===== src/rtl/axi_burst_write_master_if.sv =====
// Write-side AXI channel bundle (AW, W, B) between a burst write initiator and a
// word-addressed memory slave.
//   master modport: drives awaddr/awlen/awvalid, wdata/wlast/wvalid, bready.
//   slave modport : drives awready, wready, bresp/bvalid.
interface axi_burst_write_master_if #(
    parameter int unsigned ADDR_WIDTH = 32,
    parameter int unsigned DATA_WIDTH = 32
);
    logic [ADDR_WIDTH-1:0] awaddr;
    logic [7:0]            awlen;
    logic                  awvalid;
    logic                  awready;
    logic [DATA_WIDTH-1:0] wdata;
    logic                  wlast;
    logic                  wvalid;
    logic                  wready;
    logic [1:0]            bresp;
    logic                  bvalid;
    logic                  bready;

    modport master (
        output awaddr, awlen, awvalid,
        input  awready,
        output wdata, wlast, wvalid,
        input  wready,
        input  bresp, bvalid,
        output bready
    );

    modport slave (
        input  awaddr, awlen, awvalid,
        output awready,
        input  wdata, wlast, wvalid,
        output wready,
        output bresp, bvalid,
        input  bready
    );
endinterface


===== src/rtl/axi_burst_write_master.sv =====
// AXI burst write initiator. Takes a job (base word address, word count), splits it
// into INCR bursts of at most MAX_BURST beats and streams the input data onto W.
// One burst in flight at a time: the next AW is only issued after the B response.
// Ports:
//   clk, rst            clock, asynchronous active-high reset
//   start, base_addr,   job request (sampled only when idle), first word address,
//   total_words         number of words
//   busy, done, error   job active, one-cycle end pulse, sticky nonzero bresp seen
//   s_data/s_valid/     input stream; a word is consumed only on a W handshake
//   s_ready
//   axi                 AW/W/B channels (master side)
module axi_burst_write_master #(
    parameter int unsigned ADDR_WIDTH = 32,
    parameter int unsigned DATA_WIDTH = 32,
    parameter int unsigned MAX_BURST  = 16,
    parameter int unsigned CNT_WIDTH  = 16
) (
    input  logic                  clk,
    input  logic                  rst,
    input  logic                  start,
    input  logic [ADDR_WIDTH-1:0] base_addr,
    input  logic [CNT_WIDTH-1:0]  total_words,
    output logic                  busy,
    output logic                  done,
    output logic                  error,
    input  logic [DATA_WIDTH-1:0] s_data,
    input  logic                  s_valid,
    output logic                  s_ready,
    axi_burst_write_master_if.master axi
);

    typedef enum logic [2:0] {StIdle, StAddr, StData, StResp, StDone} state_e;

    localparam logic [CNT_WIDTH-1:0] MaxLen = CNT_WIDTH'(MAX_BURST);

    state_e                state_q, state_d;
    logic [ADDR_WIDTH-1:0] addr_q, addr_d;
    logic [CNT_WIDTH-1:0]  rem_q, rem_d;
    logic [7:0]            beat_q, beat_d;
    logic                  error_q, error_d;

    logic [CNT_WIDTH-1:0]  burst_len;
    logic [CNT_WIDTH-1:0]  last_beat;
    logic                  at_last_beat;

    // rem_q only changes in StResp, so the current burst length stays valid
    // from AW issue through the final W beat.
    assign burst_len    = (rem_q > MaxLen) ? MaxLen : rem_q;
    assign last_beat    = burst_len - CNT_WIDTH'(1);
    assign at_last_beat = (CNT_WIDTH'(beat_q) == last_beat);
    assign error        = error_q;

    always_ff @(posedge clk or posedge rst) begin
        if (rst) begin
            state_q <= StIdle;
            addr_q  <= '0;
            rem_q   <= '0;
            beat_q  <= '0;
            error_q <= 1'b0;
        end else begin
            state_q <= state_d;
            addr_q  <= addr_d;
            rem_q   <= rem_d;
            beat_q  <= beat_d;
            error_q <= error_d;
        end
    end

    always_comb begin
        state_d     = state_q;
        addr_d      = addr_q;
        rem_d       = rem_q;
        beat_d      = beat_q;
        error_d     = error_q;
        busy        = 1'b0;
        done        = 1'b0;
        s_ready     = 1'b0;
        axi.awaddr  = '0;
        axi.awlen   = '0;
        axi.awvalid = 1'b0;
        axi.wdata   = s_data;
        axi.wvalid  = 1'b0;
        axi.wlast   = 1'b0;
        axi.bready  = 1'b0;

        unique case (state_q)
            StIdle: begin
                if (start) begin
                    // A zero-length job is still an accepted job: it clears the
                    // sticky error and completes with no bus traffic.
                    error_d = 1'b0;
                    if (total_words != '0) begin
                        addr_d  = base_addr;
                        rem_d   = total_words;
                        state_d = StAddr;
                    end else begin
                        state_d = StDone;
                    end
                end
            end
            StAddr: begin
                busy        = 1'b1;
                axi.awvalid = 1'b1;
                axi.awaddr  = addr_q;
                axi.awlen   = 8'(last_beat);
                if (axi.awready) begin
                    beat_d  = '0;
                    state_d = StData;
                end
            end
            StData: begin
                busy       = 1'b1;
                axi.wvalid = s_valid;
                axi.wlast  = at_last_beat;
                s_ready    = axi.wready;
                if (s_valid && axi.wready) begin
                    beat_d = beat_q + 8'd1;
                    if (at_last_beat) begin
                        state_d = StResp;
                    end
                end
            end
            StResp: begin
                busy       = 1'b1;
                axi.bready = 1'b1;
                if (axi.bvalid) begin
                    error_d = error_q | (axi.bresp != 2'b00);
                    addr_d  = addr_q + ADDR_WIDTH'(burst_len);
                    rem_d   = rem_q - burst_len;
                    state_d = (rem_q == burst_len) ? StDone : StAddr;
                end
            end
            StDone: begin
                done    = 1'b1;
                state_d = StIdle;
            end
            default: state_d = StIdle;
        endcase
    end

endmodule


===== src/flat_wrapper.sv =====
// flat-port wrapper written by rule: the top's interface ports become plain ports
module axi_burst_write_master_flat 
#(
    parameter int unsigned ADDR_WIDTH = 32,
    parameter int unsigned DATA_WIDTH = 32,
    parameter int unsigned MAX_BURST  = 16,
    parameter int unsigned CNT_WIDTH  = 16
)
  (clk, rst, start, base_addr, total_words, busy, done, error, s_data, s_valid, s_ready, axi_awaddr, axi_awlen, axi_awvalid, axi_awready, axi_wdata, axi_wlast, axi_wvalid, axi_wready, axi_bresp, axi_bvalid, axi_bready);
  axi_burst_write_master_if #(.ADDR_WIDTH(ADDR_WIDTH), .DATA_WIDTH(DATA_WIDTH)) axi_i ();
  input  logic clk;
  input  logic rst;
  input  logic start;
  input  logic [ADDR_WIDTH-1:0] base_addr;
  input  logic [CNT_WIDTH-1:0] total_words;
  output logic busy;
  output logic done;
  output logic error;
  input  logic [DATA_WIDTH-1:0] s_data;
  input  logic s_valid;
  output logic s_ready;
  output wire logic [$bits(axi_i.awaddr)-1:0] axi_awaddr;
  output wire logic [$bits(axi_i.awlen)-1:0] axi_awlen;
  output wire logic [$bits(axi_i.awvalid)-1:0] axi_awvalid;
  input wire logic [$bits(axi_i.awready)-1:0] axi_awready;
  output wire logic [$bits(axi_i.wdata)-1:0] axi_wdata;
  output wire logic [$bits(axi_i.wlast)-1:0] axi_wlast;
  output wire logic [$bits(axi_i.wvalid)-1:0] axi_wvalid;
  input wire logic [$bits(axi_i.wready)-1:0] axi_wready;
  input wire logic [$bits(axi_i.bresp)-1:0] axi_bresp;
  input wire logic [$bits(axi_i.bvalid)-1:0] axi_bvalid;
  output wire logic [$bits(axi_i.bready)-1:0] axi_bready;
  assign axi_awaddr = axi_i.awaddr;
  assign axi_awlen = axi_i.awlen;
  assign axi_awvalid = axi_i.awvalid;
  assign axi_i.awready = axi_awready;
  assign axi_wdata = axi_i.wdata;
  assign axi_wlast = axi_i.wlast;
  assign axi_wvalid = axi_i.wvalid;
  assign axi_i.wready = axi_wready;
  assign axi_i.bresp = axi_bresp;
  assign axi_i.bvalid = axi_bvalid;
  assign axi_bready = axi_i.bready;
  axi_burst_write_master #(.ADDR_WIDTH(ADDR_WIDTH), .DATA_WIDTH(DATA_WIDTH), .MAX_BURST(MAX_BURST), .CNT_WIDTH(CNT_WIDTH)) u_core (.clk(clk), .rst(rst), .start(start), .base_addr(base_addr), .total_words(total_words), .busy(busy), .done(done), .error(error), .s_data(s_data), .s_valid(s_valid), .s_ready(s_ready), .axi(axi_i));
endmodule

===== config.mk =====
export PLATFORM = sky130hd
export DESIGN_NAME = axi_burst_write_master_flat
export DESIGN_NICKNAME = d
export VERILOG_FILES = /design/src/rtl/axi_burst_write_master_if.sv /design/src/rtl/axi_burst_write_master.sv /design/src/flat_wrapper.sv
export SDC_FILE = /design/constraint.sdc
export NUM_CORES = 1
export LEC_CHECK = 0
export BUFFER_PORTS_ARGS = -buffer_cell sky130_fd_sc_hd__buf_2
export CAP_MARGIN = 20
export CORE_MARGIN = 10
export CORE_UTILIZATION = 45
export CTS_CLUSTER_DIAMETER = 120
export CTS_CLUSTER_SIZE = 30
export DETAILED_ROUTE_END_ITERATION = 6
export HOLD_SLACK_MARGIN = 0.08
export PLACE_DENSITY = 0.71
export SETUP_SLACK_MARGIN = 0.4
export SLEW_MARGIN = 20
export SYNTH_ARGS = -nofsm -noshare
export SYNTH_HDL_FRONTEND = slang
export SYNTH_SLANG_ARGS = --single-unit

===== constraint.sdc =====
create_clock -name clk -period 9.6 [get_ports clk]
set_input_delay 0.96 -clock clk [delete_from_list [all_inputs] [get_ports clk]]
set_output_delay 0.96 -clock clk [all_outputs]
set_load 0.03 [all_outputs]

==> run metrics, run 1 <==
Seq/Total Area, Yosys=30.40%; final number of setup-violating endpoints=0; Std-Cell Rows=38; Worst EP required=8.64 ns; Worst-Skew Late Latency=0.35 ns; top cells by area, synth=dfrtp_1 30%, nand2_1 6.2%, and3_1 5.8%, buf_4 5.0%, ha_1 4.8%; CTS Hold Bufs=0; Worst Clk Skew=0.007246 ns; DPL Wire Length=10,770 um; critical path fanouts, max=9; DRC violations left=0; syn avg cell area=7.779 um^2; Post-CTS Resized=0; Pins Over Slew Limit=0; largest net degree at the start of global routing=61; leakage=2.627 nW; die span in x=124.8 um; First DRT Iteration DRCs=405; Root Buffer=clkbuf_8; initial antenna violation count=0; met1 usage=22.80%; Final Cycle Share=49.54%; Hold Violations, Final=0; post-synthesis adder-cell area fraction=5.218%; EDFF count, synth=0; clk buf depth=2; first-pass GRT wire length=24,920 um; final WL=15,060 um; Inst Count DP=826; crit end category=output pin; XOR/XNOR Fraction of Synth Area=3.191%; crit path DAT=3.80 ns; CTS tree=built; Vias per Instance=5.863; routability cong.=0.8595; flop2flop setup slack=4.86 ns; area grow syn2layout=11.04%; core area=10,790 um^2; met3 global-route usage=4.128%; Post-Layout Cell Count=840; mux cell area share after synthesis=0.4306%; Final min period=4.756 ns; via count=4,925; top cell type by total area after synthesis=dfrtp_1; clock buffer count from CTS=9; Startpoint Class=register; Synth Area in Compound Gates=22.14%; area share of the largest cell type after synthesis=30.40%; placed cell area=5329 um^2; H-tree Lvls=3; most frequent cells after synthesis=82 x nand2_1, 60 x dfrtp_1, 56 x nor2_1; GRT Total Usage=18.96%; met2 GRT Util=31.05%; Max Cap Viol=0; Relative slew margins=38.39%; fraction of layout cells with a size suffix above 1=19.86%; Chip Height=124.8 um; worst vdd ir=0.1804 mV; most common cell in the netlist=nand2_1; largest family of logic cells by synthesized area=simple AND/OR/NAND/NOR gates; Top FF cell, synth=dfrtp_1; flops & latches, synth=60; RSZ-0062 raised after global routing=no; PD cells=332.1 nW/um^2; area of the mapped netlist=4940 um^2; post-synth cell types=71; setup TNS=0 ns; number of global-route vias before repair=5,027; fin area=5485 um^2; status=finished, final reports clean; drt first pass iters=5; Worst Max-Slew Pin Slew=0.9242 ns; die area=15,570 um^2; Worst-path clk slew=0.06 ns; Mapped Cells=635; Peak Freq=0.2103 GHz; GRT Residual Overflow=0; CTS Sinks=60; Buffers on Ports=104; Setup CP Type=reg -> out; postcts setup bufs=0; Syn. warnings=0; DR WL/cell=17.92 um; Post-Synth Simple-Gate Area=29.64%; I/O pin count=169; Routed Antenna Nets=0; layout net count=806; # diodes=0; Initial Utilization=45.77%; worst hold path type=reg -> reg; FFs w/ async S/R, synth=100.0%; GR peak layer=met2
[path summary, 6_finish.rpt]
| check | end | startpoint | cells after the start |
|---|---|---|---|
| worst max-delay path | axi_wlast | u_core.rem_q[5] | 12 |
| worst min-delay path | u_core.rem_q[15] | u_core.rem_q[15] | 1 |
| worst max register to register | u_core.addr_q[22] | u_core.rem_q[5] | 16 |
| worst min register to register | u_core.rem_q[15] | u_core.rem_q[15] | 1 |
| max in group asynchronous | u_core.addr_q[9] | rst | 3 |
| min in group asynchronous | u_core.addr_q[25] | rst | 3 |
[flip-flops by register name, indices dropped and copies added, names as in the netlist]
signal and flops:
u_core.addr_q 32, u_core.beat_q 8, u_core.error 1, u_core.rem_q 16
u_core.state_q 3
[cell families (layout without fill, tap and decap cells)]
kind of cell             Yosys count  after routing
AND/OR/NAND/NOR                  286            286
AO/OA/AOI/OAI                    167            167
buffers and inverters             80            135
flip-flops                        60             60
adder cells (fa/ha/maj)           20             20
XOR/XNOR                          18             18
other                              2             12
multiplexers                       2              2
[critical path: stages (launching register included)]
cell     delay (ns)
dfrtp_1        0.44
nor4_1         0.47
nand3_2        0.21
a21oi_1        0.49
nand2_1        0.22
ha_1           0.29
xnor2_1        0.30
xnor2_1        0.10
o32ai_1        0.13
a32oi_1        0.11
nor4_2         0.29
and2_1         0.18
buf_2          0.20
[stage by stage]
step	util [%]	hold WS [ns]	setup WS [ns]	total power, mW
detailed placement	49.37	0.4937	4.948	1.615
CTS	50.82	0.5099	4.869	1.822
finish	50.82	0.5035	4.844	1.822
floorplan	-	0.4678	5.731	1.364
global route	50.82	0.5235	4.426	1.988
global placement	49.37	0.4918	5.081	1.580
[where the power goes]
part	internal, mW	switching [mW]
logic	0.400	0.717
clock network	0.0965	0.103
registers	0.364	0.141
total	0.861	0.961
[per-layer routing]
layer	vias to the layer above	part of all wire, %
li1	2386	-
met1	2319	44
met2	189	47
met3	31	6.8
met4	0	2.1
met5	-	0
[cell type report]
cell class / count / area (um^2)
Fill cell: 1027 / 5308
Multi-Input combinational cell: 505 / 3042
Sequential cell: 60 / 1501
Timing Repair Buffer: 111 / 573.1
Tap cell: 140 / 175.2
Clock buffer: 11 / 141.4
Inverter: 10 / 37.54
Clock inverter: 3 / 15.01
[cell usage in the layout (no fill, tap or decap), types with 19 or more instances in the layout]
cell	n
dfrtp_1	60
nand3_1	19
buf_2	104
and3_1	46
nand2_1	82
nor2_1	55
ha_1	19
o21ai_0	40
a21oi_1	43
nor3_1	19
Power figures use the tool's default switching activity.
==> run 2, diff against run 1 <==
==> constraint.sdc (replaced) <==
create_clock -name clk -period 4.95 [get_ports clk]
set_input_delay 0.495 -clock clk [delete_from_list [all_inputs] [get_ports clk]]
set_output_delay 0.495 -clock clk [all_outputs]
set_load 0.03 [all_outputs]
==> run 2 against run 1 <==
Effect of this change: largest cell class unchanged; highest routed layer unchanged; die area did not move; utilization rose by 0.66 points; critical path depth rose by 4.
==> run metrics, run 2 (synthesis gave the netlist of run 1 again) <==
status=finished, final reports clean; Inst Count DP=828; CTS tree=built; Worst Setup Slack, final=0.8117 ns; FF-to-FF End=u_core.addr_q[22]; Most flops, register=u_core.addr_q; GRT Residual Overflow=0; Worst Max-Slew Pin Slew=0.9758 ns; I/O pin count=169; number of global-route vias before repair=4,745; RSZ-0062 raised after global routing=no; Worst-path clk slew=0.07 ns; CTS Sinks=60; largest net degree at the start of global routing=61; Power Internal=1.706 mW; DR WL/cell=17.57 um; Vias per Instance=5.802; layout net count=812; H-tree Lvls=3; biggest regs=u_core.addr_q: 32 flops, u_core.rem_q: 16 flops, u_core.beat_q: 8 flops; worst hold path type=in -> async; Hold Violations, Final=0; Post-Layout Cell Count=848; Worst Clk Skew=0.005948 ns; Setup CP Type=reg -> reg; Worst EP required=5.19 ns; critical path fanouts, max=12; Worst R2R Start=u_core.rem_q[9]; core area=10,790 um^2; Final min period=4.138 ns; flop2flop setup slack=0.81 ns; crit end category=register; worst vdd ir=0.2847 mV; PD cells=643.9 nW/um^2; final number of setup-violating endpoints=0; # diodes=0; post-layout util=51.48%; max reg flops=32; DPL Wire Length=10,670 um; Gate power share=61.5%; clock buffer count from CTS=9; fraction of layout cells with a size suffix above 1=20.48%; Place WS=0.6303 ns; sw power=1.871 mW; routability cong.=0.8629; CTS Hold Bufs=0; Startpoint Class=register; leakage=2.662 nW; placed cell area=5344 um^2; Std-Cell Rows=38; area grow syn2layout=12.49%; GRT Total Usage=18.49%; commonest non-fill, non-tap cell in the layout=buf_2; Initial Utilization=45.77%; first-pass GRT wire length=24,330 um; Chip Height=124.8 um; via count=4,920; fin area=5557 um^2; initial antenna violation count=0; Pins Over Slew Limit=0; Final Cycle Share=83.60%; setup TNS=0 ns; final WL=14,900 um; power share of the clock group=11.1%; R2R cell count=16; clk buf depth=2; Routed Antenna Nets=0; Relative slew margins=34.95%; First DRT Iteration DRCs=427; die area=15,570 um^2; Final Total Pwr=3.578 mW; Buffers on Ports=104; drt first pass iters=5; Switching Fraction=52.31%; Max Cap Viol=0; DRC violations left=0; Root Buffer=clkbuf_8; Worst-Skew Late Latency=0.35 ns; hold slack final=0.3785 ns; crit path DAT=4.38 ns; Seq pwr share=27.4%; Peak Freq=0.2416 GHz; most frequent cells in the layout=104 x buf_2, 82 x nand2_1, 60 x dfrtp_1, 55 x nor2_1, 46 x and3_1; die span in x=124.8 um
## run 2: cell count changes in the layout (fill, tap and decap cells not counted)
cell / before / now
clkinv_2: 3 / 2
clkbuf_1: 1 / 4
a31oi_4: 0 / 1
a31oi_2: 1 / 0
nor2_4: 0 / 1
nor4_2: 1 / 2
buf_4: 7 / 13
nor4_1: 8 / 7
nor2_2: 2 / 1
## run 2: worst max path at each step
stage,from,endpoint,cells past startpoint
6_report,u_core.rem_q[9],u_core.addr_q[22],16
5_1_grt,u_core.rem_q[2],u_core.addr_q[22],16
4_1_cts,u_core.rem_q[5],u_core.addr_q[22],16
3_5_place_dp,u_core.rem_q[5],u_core.addr_q[22],16
3_3_place_gp,u_core.rem_q[5],u_core.addr_q[22],16
2_1_floorplan,u_core.rem_q[10],u_core.addr_q[16],17
## run 2: final cells by class
class,count,area [um^2]
fillers,1042,5236
multi-input cells,505,3062
flip-flops and latches,60,1501
repair buffers,117,618.1
well taps,140,175.2
clock buffers,14,152.6
inverters,10,37.54
clock inverters,2,10.01
## run 2: power groups by stage
| stage | Sequential (mW) | Clock, mW | Combinational, mW |
|---|---|---|---|
| after detailed placement | 0.980 | 0 | 2.15 |
| after global routing | 1.02 | 0.429 | 2.43 |
| after floorplan | 0.878 | 0 | 1.77 |
| final | 0.981 | 0.396 | 2.20 |
| after CTS | 0.972 | 0.406 | 2.16 |
| after global placement | 0.968 | 0 | 2.11 |
## run 2: what timing repair did
item,4_1_cts,5_1_grt
endpoints found under the setup margin,0,8
buffers inserted,0,4
gates resized for setup,0,2
endpoints found under the hold margin,0,0
## run 2: critical path: stages, from the launching register on
cell	delay (ns)
dfrtp_1	0.43
nor4_4	0.41
nand3_2	0.19
a21oi_1	0.20
nand2_1	0.10
inv_1	0.10
ha_1	0.21
inv_1	0.07
fa_1	0.38
nor2b_1	0.21
o31a_1	0.20
o21bai_1	0.11
a21oi_1	0.31
o211ai_1	0.21
a31oi_4	0.40
nand3_1	0.12
a311o_1	0.37
## run 2: per-layer routing
metal / GRT usage, % / up-vias / wire, um
li1: - / 2404 / -
met1: 22.80 / 2331 / 6714
met2: 30.30 / 162 / 7076
met3: 4.170 / 23 / 856
met4: 7.676 / 0 / 249
met5: 0 / - / 0
